**config.mk**
```make
export PLATFORM = sky130hd
export DESIGN_NAME = adder_sum_accumulator
export DESIGN_NICKNAME = d
export VERILOG_FILES = /design/src/rtl/adder_sum_accumulator.sv
export SDC_FILE = /design/constraint.sdc
export NUM_CORES = 1
export LEC_CHECK = 0
export ABC_AREA = 1
export ABC_CLOCK_PERIOD_IN_PS = 2300
export BUFFER_PORTS_ARGS = -buffer_cell sky130_fd_sc_hd__buf_2
export CAP_MARGIN = 30
export CORE_AREA = 2 2 119 63
export CTS_BUF_LIST = sky130_fd_sc_hd__clkbuf_8
export CTS_CLUSTER_DIAMETER = 30
export DETAILED_ROUTE_END_ITERATION = 10
export DIE_AREA = 0 0 121 65
export PLACE_DENSITY = 0.66
export SYNTH_ARGS = -nofsm -noshare
export SYNTH_HDL_FRONTEND = slang
export SYNTH_SLANG_ARGS = --single-unit
export TNS_END_PERCENT = 10
```
**constraint.sdc**
```tcl
create_clock -name clk -period 2.3 [get_ports clk]
set_clock_uncertainty 0.05 [all_clocks]
set_input_delay 0.69 -clock clk [delete_from_list [all_inputs] [get_ports clk]]
set_output_delay 0.69 -clock clk [all_outputs]
set_load 0.01 [all_outputs]
```
**src/rtl/adder_sum_accumulator.sv**
```systemverilog
// -----------------------------------------------------------------------------
// adder_sum_accumulator
//
// Purpose:
//   Collects BURST_LEN unsigned 17-bit sums from the upstream 16-bit adder stage
//   into an ACC_W-bit accumulator. When the burst is complete, the result is
//   presented on a valid/ready output handshake. The block has two states:
//     ACCUM - taking sums (sum_ready=1)
//     HOLD  - presenting the result (sum_ready=0)
//   A carry out of bit ACC_W-1 on any add sets a sticky overflow flag for the
//   burst. clear aborts the current burst from either state. clear has priority
//   over both the input accept and the output handshake.
//
// Parameters:
//   BURST_LEN  number of sums per result (1..255)
//   ACC_W      accumulator / result width (17..32)
//
// Ports:
//   clk        single clock, rising edge
//   reset      asynchronous reset, active low
//   sum_in     17-bit unsigned sum
//   sum_valid  sum_in holds a valid sum
//   sum_ready  block accepts sum_in this cycle
//   clear      synchronous abort of the current burst
//   acc_out    accumulated burst total
//   acc_ovf    burst total exceeded 2^ACC_W-1 (qualified by acc_valid)
//   acc_valid  acc_out / acc_ovf hold a completed burst result
//   acc_ready  consumer takes the result this cycle
//
// Build option:
//   SUM_SATURATE_EN  when defined, the accumulator clamps at all-ones after the
//                    first overflowing add of a burst. When undefined, the
//                    accumulator wraps modulo 2^ACC_W. acc_ovf is the same in
//                    both builds.
// -----------------------------------------------------------------------------
module adder_sum_accumulator #(
  parameter int unsigned BURST_LEN = 4,
  parameter int unsigned ACC_W     = 20
) (
  input  logic             clk,
  input  logic             reset,
  input  logic [16:0]      sum_in,
  input  logic             sum_valid,
  output logic             sum_ready,
  input  logic             clear,
  output logic [ACC_W-1:0] acc_out,
  output logic             acc_ovf,
  output logic             acc_valid,
  input  logic             acc_ready
);

  // The counter must reach BURST_LEN itself, so it needs one extra code.
  localparam int unsigned      CNT_W    = $clog2(BURST_LEN + 1);
  localparam logic [CNT_W-1:0] LAST_CNT = CNT_W'(BURST_LEN - 1);
  localparam logic [CNT_W-1:0] FULL_CNT = CNT_W'(BURST_LEN);

  typedef enum logic [0:0] {
    ST_ACCUM = 1'b0,
    ST_HOLD  = 1'b1
  } state_e;

  // Add with one spare bit on top. That top bit is the carry past bit ACC_W-1.
  function automatic logic [ACC_W:0] add_wide(input logic [ACC_W-1:0] acc,
                                              input logic [16:0]      s);
    add_wide = {1'b0, acc} + {{(ACC_W - 16){1'b0}}, s};
  endfunction

  state_e             state_q,   state_d;
  logic [ACC_W-1:0]   acc_q,     acc_d;
  logic [CNT_W-1:0]   cnt_q,     cnt_d;
  logic               ovf_q,     ovf_d;
  logic [ACC_W-1:0]   out_q,     out_d;
  logic               out_ovf_q, out_ovf_d;
  logic               valid_q,   valid_d;
  logic               rdy_q,     rdy_d;

  logic               accept_s;
  logic [ACC_W:0]     sum_wide_s;
  logic               ovf_next_s;
  logic [ACC_W-1:0]   acc_next_s;

  // sum_ready is registered (it is low until the first edge after reset).
  // It is also gated combinationally by clear, because clear blocks the
  // accept in the same cycle.
  assign sum_ready = rdy_q & ~clear;
  assign accept_s  = sum_valid & sum_ready;

  assign acc_out   = out_q;
  assign acc_ovf   = out_ovf_q;
  assign acc_valid = valid_q;

  // Datapath: accumulator value and sticky overflow that an accept would produce.
  always_comb begin
    sum_wide_s = add_wide(acc_q, sum_in);
    ovf_next_s = ovf_q | sum_wide_s[ACC_W];
`ifdef SUM_SATURATE_EN
    if (ovf_next_s) begin
      acc_next_s = {ACC_W{1'b1}};
    end else begin
      acc_next_s = sum_wide_s[ACC_W-1:0];
    end
`else
    acc_next_s = sum_wide_s[ACC_W-1:0];
`endif
  end

  // Next-state and next-output logic for the ACCUM/HOLD controller.
  always_comb begin
    state_d   = state_q;
    acc_d     = acc_q;
    cnt_d     = cnt_q;
    ovf_d     = ovf_q;
    out_d     = out_q;
    out_ovf_d = out_ovf_q;
    valid_d   = valid_q;

    if (clear) begin
      state_d   = ST_ACCUM;
      acc_d     = {ACC_W{1'b0}};
      cnt_d     = {CNT_W{1'b0}};
      ovf_d     = 1'b0;
      out_d     = {ACC_W{1'b0}};
      out_ovf_d = 1'b0;
      valid_d   = 1'b0;
    end else begin
      case (state_q)
        ST_ACCUM: begin
          if (accept_s) begin
            acc_d = acc_next_s;
            ovf_d = ovf_next_s;
            // Saturating increment: the counter must never wrap past BURST_LEN.
            if (cnt_q == FULL_CNT) begin
              cnt_d = cnt_q;
            end else begin
              cnt_d = cnt_q + CNT_W'(1);
            end
            if (cnt_q == LAST_CNT) begin
              state_d   = ST_HOLD;
              out_d     = acc_next_s;
              out_ovf_d = ovf_next_s;
              valid_d   = 1'b1;
            end else begin
              state_d   = ST_ACCUM;
            end
          end else begin
            state_d = ST_ACCUM;
          end
        end
        ST_HOLD: begin
          if (acc_ready) begin
            // The handshake cycle does not accept a sum: sum_ready is low in HOLD.
            state_d   = ST_ACCUM;
            acc_d     = {ACC_W{1'b0}};
            cnt_d     = {CNT_W{1'b0}};
            ovf_d     = 1'b0;
            out_d     = {ACC_W{1'b0}};
            out_ovf_d = 1'b0;
            valid_d   = 1'b0;
          end else begin
            state_d   = ST_HOLD;
          end
        end
        default: begin
          state_d   = ST_ACCUM;
          acc_d     = {ACC_W{1'b0}};
          cnt_d     = {CNT_W{1'b0}};
          ovf_d     = 1'b0;
          out_d     = {ACC_W{1'b0}};
          out_ovf_d = 1'b0;
          valid_d   = 1'b0;
        end
      endcase
    end

    rdy_d = (state_d == ST_ACCUM);
  end

  // State and output registers, cleared asynchronously by reset.
  always_ff @(posedge clk or negedge reset) begin
    if (!reset) begin
      state_q   <= ST_ACCUM;
      acc_q     <= {ACC_W{1'b0}};
      cnt_q     <= {CNT_W{1'b0}};
      ovf_q     <= 1'b0;
      out_q     <= {ACC_W{1'b0}};
      out_ovf_q <= 1'b0;
      valid_q   <= 1'b0;
      rdy_q     <= 1'b0;
    end else begin
      state_q   <= state_d;
      acc_q     <= acc_d;
      cnt_q     <= cnt_d;
      ovf_q     <= ovf_d;
      out_q     <= out_d;
      out_ovf_q <= out_ovf_d;
      valid_q   <= valid_d;
      rdy_q     <= rdy_d;
    end
  end

endmodule

```
* Word level (Yosys, flattened, before mapping)
Cells that the tools add are included.
** Word-level totals
- Register bits after elaboration :: 48
- Bits of input ports :: 22
- Output and inout bits :: 23
- Logic and storage cells :: 55
** Cells by class
- Add/sub/neg operators :: 2
- Equality and inequality tests :: 6
- Multiplexer cells :: 30
- Bitwise logic cells :: 6
- Reduce and logical (&&, ||, !) cells :: 3
** Operators by type and width (number)
- two-way mux 20 bit :: 6
- one-hot mux 20 bit (2 select lines) :: 2
- adder 20 x 17 -> 21 bit :: 1
- two-way mux 1 bit :: 13
- two-way mux 3 bit :: 4
- inequality test 3 bit, second input constant :: 4
- one-hot mux 1 bit (2 select lines) :: 4
- one-hot mux 3 bit (2 select lines) :: 1
- AND reduction 3 bit :: 2
- adder 3 x 1 -> 3 bit, second input constant :: 1
- equality test 3 x 2 -> 1 bit, second input constant :: 1
- equality test 3 bit, second input constant :: 1
- NOT 1 bit :: 3
- bitwise AND 1 bit :: 2
- AND reduction 2 bit :: 1
- OR 1 bit :: 1

* Depth between registers and ports, before layout
Gate-level depths: netlist of run 1.
- Word-level depth :: 7
- Gate-level depth with buffers :: 12
- Gate-level depth less buffers :: 12

* Least setup slack after synthesis of run 1
Ideal clock, no wire load.
- Path kind :: input -> register
- From :: input sum_in[0]
- To :: register out_ovf_q (netlist: acc_ovf)
- Setup time :: 0.118 ns
- Arrival time :: 1.996 ns
- Data required time :: 2.132 ns
- Slack :: 0.136 ns
- Cell stages on the path :: 12
- Path buffers :: 0
- Cells stage by stage :: ha_1 > fa_1 > nand3_1 > nand3_1 > nand2_1 > nand2_1 > nand2_1 > nand2_1 > nand2_1 > nand2_1 > nand3_1 > nand2_1
** On the way
- Word-level cells in the longest chain between the ends :: 6
** Ends and longest elaborated chain
- start, declared :: RTL line 42 : input logic [16:0] sum_in,
- adder 20 x 17 -> 21 bit :: RTL line 65 : add_wide = {1'b0, acc} + {{(ACC_W - 16){1'b0}}, s};
- OR 1 bit :: RTL line 95 : ovf_next_s = ovf_q | sum_wide_s[ACC_W];
- two-way mux 1 bit :: RTL line 137 : if (cnt_q == LAST_CNT) begin
- two-way mux 1 bit :: RTL line 128 : if (accept_s) begin
- one-hot mux 1 bit (2 select lines) :: RTL line 126 : case (state_q)
- two-way mux 1 bit :: RTL line 117 : if (clear) begin
- end signal, assigned :: RTL line 195 : out_ovf_q <= out_ovf_d;
- end, declared :: RTL line 73 : logic out_ovf_q, out_ovf_d;
No other way between the ends. The select of a mux whose other input is x is not followed.
A chain may end at the register's enable or synchronous reset.

* Worst setup path in the final report of run 1
Ends and elaborated chain as after synthesis.

==> impl.org, run 1 <==
** Run status
- Result of the run :: completed

** GRT
- Combined global-route utilization of all metal layers :: 0.229
- Wire length of the first global-routing pass :: around 14 mm
- Entering global routing, the biggest net connects 30 pins.
- The number of global-route vias before repair is 2,741.
- Congestion Overflow GR :: 0
- Antenna violations before repair :: 0

** Clock tree
- The number of hold buffers added after CTS was 0.
- TritonCTS built the clock tree.
- Clk sinks :: 48
- Source-to-sink clock delay at the later pin of the worst-skew pair :: 0.32 ns
- Number of buffers inserted during clock tree synthesis :: 5
- The longest clock path from root to sink contains 2 buffers.
- Count of H-tree levels built during CTS :: 2
- CTS Root Buffer Type :: clkbuf_8
- Number of buffers inserted to repair setup after CTS :: 0
- Clock transition time at the flip-flop clock pins of the worst setup and hold paths :: around 0.1 ns

** STA
- Worst slew margin :: 0.632
- Actual slew at the worst max-slew pin :: 0.552 ns
- Clock period minus final worst setup slack :: around 2.1 ns
- Achievable Freq :: 0.468 GHz
- Max-slew violation count :: 0
- Dividing the final minimum period by the clock period gives 0.929.
- Setup repair after global routing left no endpoint under its margin.
- The final-report hold violation count is 0.
- Fin worst setup slack :: between 0.15 and 0.2 ns
- Final setup violating endpoints :: 0

** Yosys
- Total nets after synthesis :: about 470
- For this run, the number of Yosys warnings is 0.
- In this run, synthesis produced a sequential element count of 48.
- Share of flip-flops with an asynchronous set or reset after synthesis :: 1.00
- Top cells by area in the synthesized netlist :: dfrtp_1, nand2_1, ha_1, nand4_1, inv_1
- Of the post-synthesis cell area, the dominant cell type holds 0.392.
- Most used standard cells in the synthesized netlist :: nand2_1, dfrtp_1, inv_1
- Cell type with the highest aggregate area in the netlist :: dfrtp_1
- The share of the Yosys chip area taken by registers is 0.392.
- After synthesis the cells add up to 3070 um2.
- Among all cell types in the netlist, the one instantiated most often is nand2_1.
- Distinct cells, synth :: 29
- Counting every instance in the synthesized netlist gives approximately 430.
- Counting flops with a built-in enable in the synthesized netlist gives 0.
- In this run the mean area of a mapped cell was 7.20 um2.
- Most instantiated flip-flop cell in the synthesis netlist :: dfrtp_1

** Worst setup path
- The worst register-to-register path begins at acc_q[0].
- Critical register-to-register path endpoint :: acc_ovf
- STA classifies the critical path endpoint as a flip-flop.
- Sort of element at the start of the critical path :: input pin
- Data required time at the worst endpoint :: 2.47 ns
- Data arrival at the endpoint of the critical path :: roughly 2.3 ns
- Category of the critical setup timing path :: input pin to flip-flop
- Largest fanout on the critical path :: 4
- Flop2flop setup slack :: 0.25 ns
- The worst register-to-register path has a depth of 12.

** Layout
- Area occupied by multi-input gates :: approximately 1700 um2
- Nets :: 534
- The filler cells instantiated in the layout total between 600 and 700.
- At the end of the flow the core is filled with cells to 0.524.
- Summing all flip-flop and latch instances after layout gives 1200 um2.
- Antenna cells :: 0
- Fraction of layout instances using a drive strength above 1 :: 0.179
- Compared with the post-synthesis result, the final layout area differs by 19.0%.
- The count of cells in the finished layout, fillers not included, comes to about 590.

** Placement
- Routability-driven placement finished with a final weighted congestion of approximately 0.91.
- Detailed placement finished with a half-perimeter wire length of about 6.5 mm.
- Inst Count DP :: 580
- Number of buffer cells added on primary ports :: 44
- Pre-CTS setup slack :: -0.162 ns

** Route
- Summed over all layers, the routed wires come to about 8.3 mm.
- Antenna Violating Nets Remaining :: 0
- Detail-routed via count per cell :: 5.16
- The first detailed-routing pass ran for 5 iterations.
- Detailed-route wire length per cell :: 14.1 um
- Detailed Route Iter0 Violations :: 242
- Number of remaining DRC errors :: 0
- Via Count :: approximately 3,000

** Pwr
- Largest vdd supply drop :: 0.373 mV
- Power density relative to cell area :: 930 nW/um2
- Int Power :: 1.99 mW
- Fraction of power spent switching nets :: 0.413
- Flop pwr share :: 0.344
- In this run the static leakage power is between 2 and 2.5 nW.
- Clock group share of total power :: 0.200
- The share of total power dissipated in combinational logic is 0.456.
- Summed over all nets, the switching power comes to 1.40 mW.

** Floorplanning
- Measured along the y axis, the die boundary spans 65 um.
- Number of I/O pins :: 45
- The floorplan step defined a die boundary enclosing between 7000 and 8000 um2.
- Row generation in the floorplan step produced 22 rows.
- In this run the standard cell core region covers 6960 um2.
- Die X :: 121 um
- Effective utilization at floorplan :: 0.441

** Min path
- In this run the worst hold path is classified as input pin to asynchronous set/reset pin.

** Run
- Max-cap violations in this run came to 0.
## logic make-up (layout without fill, tap and decap cells)
logic type,after synthesis,after routing,synth area share
compound gates,51,51,0.0901
simple gates,258,258,0.357
flops,48,48,0.392
fa+ha+maj,21,21,0.0881
buf+inv,47,113,0.0705
xor+xnor,1,1,0.00286
## how the worst max path moves through the flow
| stage | cells after the start | slack [ns] | to | start |
|---|---|---|---|---|
| global placement | 13 | -0.17 | acc_ovf | sum_in[0] |
| CTS | 13 | 0.17 | acc_ovf | sum_in[0] |
| detailed placement | 13 | -0.16 | ovf_q | sum_in[0] |
| global route | 13 | 0.03 | acc_ovf | sum_in[0] |
| floorplan | 12 | 0.14 | acc_ovf | sum_in[0] |
| finish | 13 | 0.16 | acc_ovf | sum_in[0] |
## cell type report
class | instances | share of cell area
Inverter | 36 | 0.0370
Multi-Input combinational cell | 331 | 0.453
Clock inverter | 2 | 0.0106
Clock buffer | 6 | 0.0226
Timing Repair Buffer | 69 | 0.115
Tap cell | 96 | 0.0329
Sequential cell | 48 | 0.329
## worst max-delay path, cell delays in order
cell and delay (ns):
buf_2 0.10, ha_1 0.21, fa_1 0.40, nand3_1 0.09
nand3_1 0.12, nand2_1 0.08, nand2_1 0.15, nand2_2 0.13
nand2_1 0.07, nand2_1 0.07, nand2_1 0.06, nand3_1 0.07
nand2_1 0.05
## registers in the layout, summed over array words and instances, names as in the netlist
register / cells
cnt_q: 3
state_q: 1
ovf_q: 1
acc_out: 20
acc_ovf: 1
acc_q: 20
rdy_q: 1
acc_valid: 1
## per-stage QoR
stage / instance area (um2) / setup TNS, ns / power, mW / hold WS (ns)
3_3_place_gp: 3530 / -1.34 / 2.69 / 0.402
5_1_grt: 3650 / 0 / 3.67 / 0.314
4_1_cts: 3650 / 0 / 3.40 / 0.290
6_report: 3650 / 0 / 3.39 / 0.274
3_5_place_dp: 3530 / -1.43 / 2.72 / 0.408
2_1_floorplan: 3070 / 0 / 2.16 / 0.344
## cells in the final DEF, fill, tap and decap left out, drive strengths merged, types with 2 or more instances in the layout
cell | synthesis | routed
clkbuf | 2 | 6
clkinv | 1 | 2
a21oi | 21 | 21
nor3 | 6 | 6
nand3 | 19 | 19
nor2 | 29 | 29
ha | 20 | 20
inv | 35 | 35
nand2 | 173 | 173
o21ai | 28 | 28
nand3b | 8 | 8
dfrtp | 48 | 48
buf | 9 | 69
nand4 | 20 | 20
## what timing repair did
action / CTS / global route
resized for setup: 0 / 1
setup endpoints to repair: 0 / 1
endpoints found under the hold margin: 0 / 0
## power groups by stage
stage,Clock [mW],Combinational (mW),Sequential (mW)
6_report,0.678,1.55,1.17
5_1_grt,0.732,1.74,1.20
4_1_cts,0.690,1.54,1.17
3_5_place_dp,0,1.53,1.18
3_3_place_gp,0,1.51,1.18
2_1_floorplan,0,0.944,1.21
## per-layer routing
metal,vias up,GRT usage,wire length [um],part of all wire
met3,8,0.0502,548,0.066
met5,-,0,0,0
met1,1414,0.365,4640,0.56
met2,96,0.308,3010,0.36
met4,0,0.0494,71,0.0086
li1,1518,-,-,-
(Power assumes the default switching activity.)
==> run 2, diff against run 1 <==
--- a/config.mk
+++ b/config.mk
@@ -9,12 +9,12 @@
 export ABC_CLOCK_PERIOD_IN_PS = 2300
 export BUFFER_PORTS_ARGS = -buffer_cell sky130_fd_sc_hd__buf_2
 export CAP_MARGIN = 30
-export CORE_AREA = 2 2 119 63
+export CORE_AREA = 2 2 105 56
 export CTS_BUF_LIST = sky130_fd_sc_hd__clkbuf_8
 export CTS_CLUSTER_DIAMETER = 30
 export DETAILED_ROUTE_END_ITERATION = 10
-export DIE_AREA = 0 0 121 65
-export PLACE_DENSITY = 0.66
+export DIE_AREA = 0 0 107 58
+export PLACE_DENSITY = 0.81
 export SYNTH_ARGS = -nofsm -noshare
 export SYNTH_HDL_FRONTEND = slang
 export SYNTH_SLANG_ARGS = --single-unit
==> run 2 against run 1 <==
Against the previous run:
- non-clock buffer count is 8 lower
- design area decreased by 2.9%
- combinational power is 4% lower
- utilization rose by 14 points
==> impl.org, run 2 (same netlist as run 1, synthesis figures left out) <==
** Run status
- Result of the run :: completed

** Route
- The post-route DRC violation count is 0 (unchanged).
- Antenna Violating Nets Remaining :: 0 (unchanged)
- Detailed-route wire length per cell :: 14.3 um (+1.7%)
- Routed Wire Length :: 7.97 mm (-3.6%)
- Detailed Route Iter0 Violations :: 276 (+14%)
- The detailed-route via count came to 3,034 (-0.066%).
- Detail-routed via count per cell :: 5.45 (+5.5%)
- The number of detailed-routing iterations run before antenna repair was 5 (unchanged).

** Layout
- The post-layout instance count excluding filler cells is 557 (-5.3%).
- The total inserted antenna cells came to 0 (unchanged).
- Fraction of layout instances using a drive strength above 1 :: 0.165 (-0.0136)
- Syn-to-layout area delta :: 15.5%
- Leading cell type in the layout, fill and taps excluded :: nand2_1
- Nets :: 526 (-1.5%)
- In the layout the commonest cells are nand2_1, dfrtp_1, buf_2, inv_1, nor2_1.
- Final core utilization :: 0.669 (+0.144)

** Run
- The max-capacitance violation count was 0 (unchanged).

** Min path
- In this run the worst hold path is classified as input pin to asynchronous set/reset pin.

** Clock tree
- The TritonCTS buffer count came to 5 (unchanged).
- Clock transition time at the flip-flop clock pins of the worst setup and hold paths :: 0.10 ns (about the same)
- The post-CTS repair timing setup buffer count is 0 (unchanged).
- The latest clock arrival within the worst-skew pair is 0.31 ns (about the same).
- Clock tree synthesis selected as its root buffer the cell clkbuf_8.
- CTS tree :: yes
- The clock sink count was 48 (unchanged).
- The number of levels in the clock H-tree came to 2 (unchanged).
- Buffer levels on the longest clock path :: 2 (unchanged)

** Pwr
- Switching component of the power :: 1.38 mW (-1.2%)
- The internal cell power is 1.92 mW (-3.6%).
- Fraction of power spent switching nets :: 0.419 (+0.00608)
- Combinational power share :: 0.451 (-0.005)
- Flop pwr share :: 0.354 (+0.010)
- Power density relative to cell area :: 933 nW/um2 (+0.31%)
- Clock group share of total power :: 0.194 (-0.006)
- The leakage power summed over all cells was 1.99 nW (-2.4%).
- The largest vdd supply drop was 0.530 mV (+42%).

** Worst setup path
- Crit-path slowest cell :: fa_1
- Delay of the slowest cell on the worst path :: 0.41 ns (about the same)
- The endpoint required time on the critical path is 2.46 ns (about the same).
- In this run the critical register-to-register path is captured at acc_ovf.
- The critical path buffer and inverter count was 1 (unchanged).
- Worst path cell trace :: buf_2 -> ha_1 -> fa_1 -> nand3_1 -> nand3_1 -> nand2_1 -> nand2_2 -> nand2_1 -> nand2_1 -> nand2_1 -> nand2_1 -> nand3_1 -> nand2_1
- The kind of cell with the highest combined delay along the critical path is simple AND/OR/NAND/NOR gates.
- The endpoint arrival time on the critical path was 2.30 ns (about the same).
- The maximum fanout encountered on the critical timing path is 4 (unchanged).
- Tracing the worst setup path back leads to its startpoint at sum_in[0].
- Startpoint of the most critical register-to-register path :: acc_q[0]
- The critical path is of the input pin to flip-flop type.
- Worst reg2reg path depth :: 12 (unchanged)
- Most used cell, CP :: nand2_1
- STA classifies the critical path endpoint as a flip-flop.
- Sort of element at the start of the critical path :: input pin
- The internal reg-to-reg setup slack was 0.24 ns (about the same).

** Placement
- The number of placed instances with taps included is 549 (-5.3%).
- The placed wire-length estimate after detailed placement was 6.02 mm (-7.2%).
- The final weighted congestion in routability-driven placement came to 0.954 (+5.1%).
- Number of buffer cells added on primary ports :: 44 (unchanged)

** GRT
- Maximum number of pins on one net before global-route repair :: 49 (+63%)
- The global router's overall resource usage was 0.278 (+0.0489).
- The wire length of the first global-routing pass is 13.4 mm (-2.1%).
- Antenna violations before repair :: 0 (unchanged)
- The total congestion overflow is 0 (unchanged).
- Number of global-route vias before repair :: 2,846 (+3.8%)

** STA
- Clock period minus final worst setup slack :: 2.14 ns (+0.00206 ns)
- Hold Vio Cnt, Final :: 0 (unchanged)
- Max-slew violation count :: 0 (unchanged)
- The portion of the clock cycle consumed by the worst path in the final layout is 0.930 (about the same).
- Actual slew at the worst max-slew pin :: 0.618 ns (+0.0660 ns)
- The max-slew headroom at the worst pin was 0.588 (-0.0435).
- Setup repair after global routing left no endpoint under its margin.
- The fmax was 0.468 GHz (about the same).
- The final-report setup violation count was 0 (unchanged).

** Floorplanning
- The number of rows created at floorplan was 19 (-14%).
- The starting utilization of the core area is 0.579 (+0.138).
- The floorplan core area came to 5300 um2 (-24%).
- The die extent in y is 58 um (-11%).
- Die X :: 107 um (-12%)
- The total I/O pin count is 45 (unchanged).
- Overall die area :: 6210 um2 (-21%)
[run 2: worst max path at each step]
| stage | endpoint | slack, ns | cells after the start |
|---|---|---|---|
| after global routing | acc_ovf | 0.04 | 13 |
| after floorplan | acc_ovf | 0.14 | 12 |
| after CTS | acc_ovf | 0.16 | 13 |
| final | acc_ovf | 0.16 | 13 |
| after global placement | acc_ovf | -0.14 | 13 |
| after detailed placement | acc_ovf | -0.16 | 13 |
[run 2: cell type report]
| cell class | count | area [um2] |
|---|---|---|
| fillers | 477 | 1760 |
| multi-input cells | 331 | 1650 |
| flip-flops and latches | 48 | 1200 |
| repair buffers | 61 | 348 |
| inverters | 36 | 135 |
| well taps | 73 | 91.3 |
| clock buffers | 5 | 68.8 |
| clock inverters | 3 | 47.5 |
[run 2: metal layers]
layer	share of wire	GRT usage	up-vias
li1	-	-	1506
met1	0.51	0.434	1392
met2	0.38	0.389	122
met3	0.096	0.0664	14
met4	0.011	0.0649	0
met5	0	0	-
[run 2: power by group through the flow]
stage | sequential [mW] | clock (mW) | combinational [mW]
after floorplan | 1.21 | 0 | 0.944
after global placement | 1.17 | 0 | 1.42
after detailed placement | 1.18 | 0 | 1.46
after CTS | 1.17 | 0.648 | 1.47
after global routing | 1.20 | 0.681 | 1.68
final | 1.17 | 0.643 | 1.49
[run 2: what timing repair did]
item                       CTS  global route
resized for setup            0             1
setup endpoints to repair    0             3
hold buffers                 0             0
[run 2: per-stage QoR]
stage          power [mW]  hold slack (ns)  instance area (um2)  setup WS, ns  setup TNS [ns]
2_1_floorplan        2.16            0.344                 3070         0.136               0
3_3_place_gp         2.60            0.403                 3430        -0.143          -0.952
3_5_place_dp         2.64            0.408                 3430        -0.160           -1.37
4_1_cts              3.29            0.436                 3540         0.160               0
5_1_grt              3.56            0.461                 3540        0.0401               0
6_report             3.31            0.411                 3540         0.161               0
==> run 3, diff against run 2 <==
--- a/config.mk
+++ b/config.mk
@@ -9,12 +9,13 @@
 export ABC_CLOCK_PERIOD_IN_PS = 2300
 export BUFFER_PORTS_ARGS = -buffer_cell sky130_fd_sc_hd__buf_2
 export CAP_MARGIN = 30
-export CORE_AREA = 2 2 105 56
+export CORE_AREA = 8 8 111 62
 export CTS_BUF_LIST = sky130_fd_sc_hd__clkbuf_8
 export CTS_CLUSTER_DIAMETER = 30
 export DETAILED_ROUTE_END_ITERATION = 10
-export DIE_AREA = 0 0 107 58
+export DIE_AREA = 0 0 119 70
 export PLACE_DENSITY = 0.81
+export RECOVER_POWER = 50
 export SYNTH_ARGS = -nofsm -noshare
 export SYNTH_HDL_FRONTEND = slang
 export SYNTH_SLANG_ARGS = --single-unit
==> run 3 against run 2 <==
Against the previous run:
- die area grew 34%
- register-to-register slack improved by 0.02 ns
- fmax down 0.17%
- hold slack better by 0.015 ns
- largest cell class unchanged
==> impl.org, run 3 (same netlist as run 1, synthesis figures left out) <==
** Worst setup path
- Worst path cell trace :: buf_2 -> ha_1 -> fa_1 -> buf_4 -> nand3_1 -> nand3_1 -> o21ai_0 -> o21ai_1
- Critical Path End Type :: flip-flop
- Tracing the worst setup path back leads to its startpoint at sum_in[0].
- Sort of element at the start of the critical path :: input pin
- The maximum fanout encountered on the critical timing path is 3 (-1).
- Data required time at the worst endpoint :: 2.42 ns (-0.04 ns)
- Dominant delay contributor by cell family on the critical path :: adder cells
- Delay of the slowest cell on the worst path :: 0.42 ns (about the same)
- Most used cell, CP :: nand3_1
- The worst setup path is of the input pin to flip-flop kind.
- Total buffers and inverters traversed by the critical path :: 2 (+1)
- The slowest stage of the critical path belongs to the cell fa_1.
- The endpoint arrival time on the critical path was 2.26 ns (-0.04 ns).
- Startpoint of the most critical register-to-register path :: acc_q[0]

** Floorplanning
- The floorplan core area was 5300 um2 (unchanged).
- The die outline area is 8330 um2 (+34%).
- Die X :: 119 um (+11%)
- The number of rows created at floorplan came to 19 (unchanged).
- Effective utilization at floorplan :: 0.579 (unchanged)
- The die extent in y was 70 um (+21%).
- Number of I/O pins :: 45 (unchanged)

** Clock tree
- Count of instances resized after the clock tree is built :: 0 (unchanged)
- The latest clock arrival within the worst-skew pair is 0.30 ns (about the same).
- Hold bufs inserted after CTS :: 0 (unchanged)
- TritonCTS built the clock tree.
- The number of levels in the clock H-tree is 2 (unchanged).
- Buffer levels on the longest clock path :: 2 (unchanged)
- The tree is rooted in a clkbuf_8.
- The TritonCTS buffer count came to 5 (unchanged).
- The clock-pin slew of the registers on the worst-case setup and hold paths was 0.09 ns (about the same).
- Number of buffers inserted to repair setup after CTS :: 0 (unchanged)
- The clock sink count came to 48 (unchanged).

** Route
- The vias per cell came to 5.53 (+1.5%).
- The remaining antenna violation count after routing came to 0 (unchanged).
- Detailed Route Iter0 Violations :: 290 (+5.1%)
- The detailed-route wire length per cell came to 14.5 um (+1.2%).
- The overall routed net length was 8.07 mm (+1.2%).
- Number of remaining DRC errors :: 0 (unchanged)
- Number of detailed-routing iterations run before antenna repair :: 6 (+1)
- Via Count :: 3,079 (+1.5%)

** STA
- The fmax was 0.467 GHz (-0.17%).
- The portion of the clock cycle consumed by the worst path in the final layout was 0.932 (+0.00161).
- Final setup violating endpoints :: 0 (unchanged)
- The max-slew headroom at the worst pin came to 0.156 (-0.432).
- Hold Vio Cnt, Final :: 0 (unchanged)
- The accumulated negative setup slack was 0 ns (unchanged).
- Actual slew at the worst max-slew pin :: 1.27 ns (+0.648 ns)
- The final period demand of the worst path was 2.14 ns (+0.00370 ns).
- Max-slew violation count :: 0 (unchanged)
- Unrepaired setup endpoints after global routing :: false

** GRT
- Wire length of the first global-routing pass :: 13.5 mm (+0.57%)
- The initial antenna violation count is 0 (unchanged).
- Maximum number of pins on one net before global-route repair :: 30 (-39%)
- The total congestion overflow is 0 (unchanged).
- The number of global-route vias before repair came to 2,872 (+0.91%).
- The global router's overall resource usage is 0.194 (-0.0839).

** Placement
- Number of buffer cells added on primary ports :: 44 (unchanged)
- The placed wire-length estimate after detailed placement came to 6.37 mm (+5.9%).
- Inst Count DP :: 549 (unchanged)
- The final weighted congestion in routability-driven placement is 0.959 (+0.59%).

** Pwr
- Leakage Power :: 1.97 nW (-0.72%)
- The largest vdd supply drop is 0.536 mV (+1.2%).
- Power density relative to cell area :: 954 nW/um2 (+2.3%)

** Layout
- The number of nets at the end of the flow came to 526 (unchanged).
- The library cells used most frequently in the layout, excluding fill and tap cells, are nand2_1, dfrtp_1, buf_2, inv_1, nor2_1.
- Leaving out fill and tap cells, the most frequent cell in the layout is nand2_1.
- Antenna cells :: 0 (unchanged)
- The share of layout cells above drive strength 1 is 0.143 (-0.0227).
- Syn-to-layout area delta :: 15.6% (about the same)
- Cell Count, Final, Fillers Out :: 557 (unchanged)

** Min path
- The min-delay analysis places its worst path in the category flip-flop to flip-flop.
- The startpoint identified for the worst hold timing path is acc_valid.

** Run
- The max-capacitance violation count is 0 (unchanged).

** Run status
- Result of the run :: completed
==> run 3: cell count changes in the layout (fill, tap and decap cells not counted), sizes merged <==
cell    change
inv         +1
buf         -8
clkbuf      +8
clkinv      -2
bufinv      +1
==> run 3: metal layers <==
layer,track usage,share of wire,up-vias
li1,-,-,1509
met1,0.287,0.51,1427
met2,0.274,0.40,134
met3,0.0521,0.088,9
met4,0.0348,0.0068,0
met5,0,0,-
==> run 3: path summary, 6_finish.rpt <==
check / to / slack [ns] / cells past startpoint
max in group asynchronous: acc_q[17] / 0.87 / 1
worst min-delay path: acc_valid / 0.43 / 2
worst min register to register: acc_valid / 0.43 / 2
worst max-delay path: acc_out[10] / 0.16 / 8
worst max register to register: acc_out[10] / 0.26 / 7
min in group asynchronous: acc_out[1] / 0.58 / 1
==> run 3: power breakdown <==
part | leakage (nW) | switching [mW] | internal, mW | total [mW]
Combinational | 1.27 | 0.936 | 0.534 | 1.47
Clock | 0.0687 | 0.307 | 0.438 | 0.745
Sequential | 0.636 | 0.123 | 1.05 | 1.17
==> run 3: layout make-up <==
| type | instances | area, um2 |
|---|---|---|
| repair buffers | 61 | 348 |
| flip-flops and latches | 48 | 1200 |
| inverters | 36 | 135 |
| well taps | 73 | 91.3 |
| clock buffers | 5 | 68.8 |
| fillers | 461 | 1760 |
| multi-input cells | 331 | 1630 |
| clock inverters | 3 | 68.8 |
==> run 3: worst min-delay path: cells and delay by family (launching register included) <==
kind / cells / cell delay [ns]
flip-flops: 1 / 0.35
AND/OR/NAND/NOR: 2 / 0.10
==> run 3: through the flow <==
stage | area, um2 | worst slack (ns) | total power [mW] | hold slack, ns | util
2_1_floorplan | 3070 | 0.136 | 2.16 | 0.344 | -
3_3_place_gp | 3440 | -0.130 | 2.60 | 0.402 | 0.649
3_5_place_dp | 3440 | -0.182 | 2.64 | 0.405 | 0.649
4_1_cts | 3580 | 0.140 | 3.39 | 0.317 | 0.675
5_1_grt | 3550 | 0.0457 | 3.64 | 0.460 | 0.669
6_report | 3550 | 0.157 | 3.38 | 0.425 | 0.669
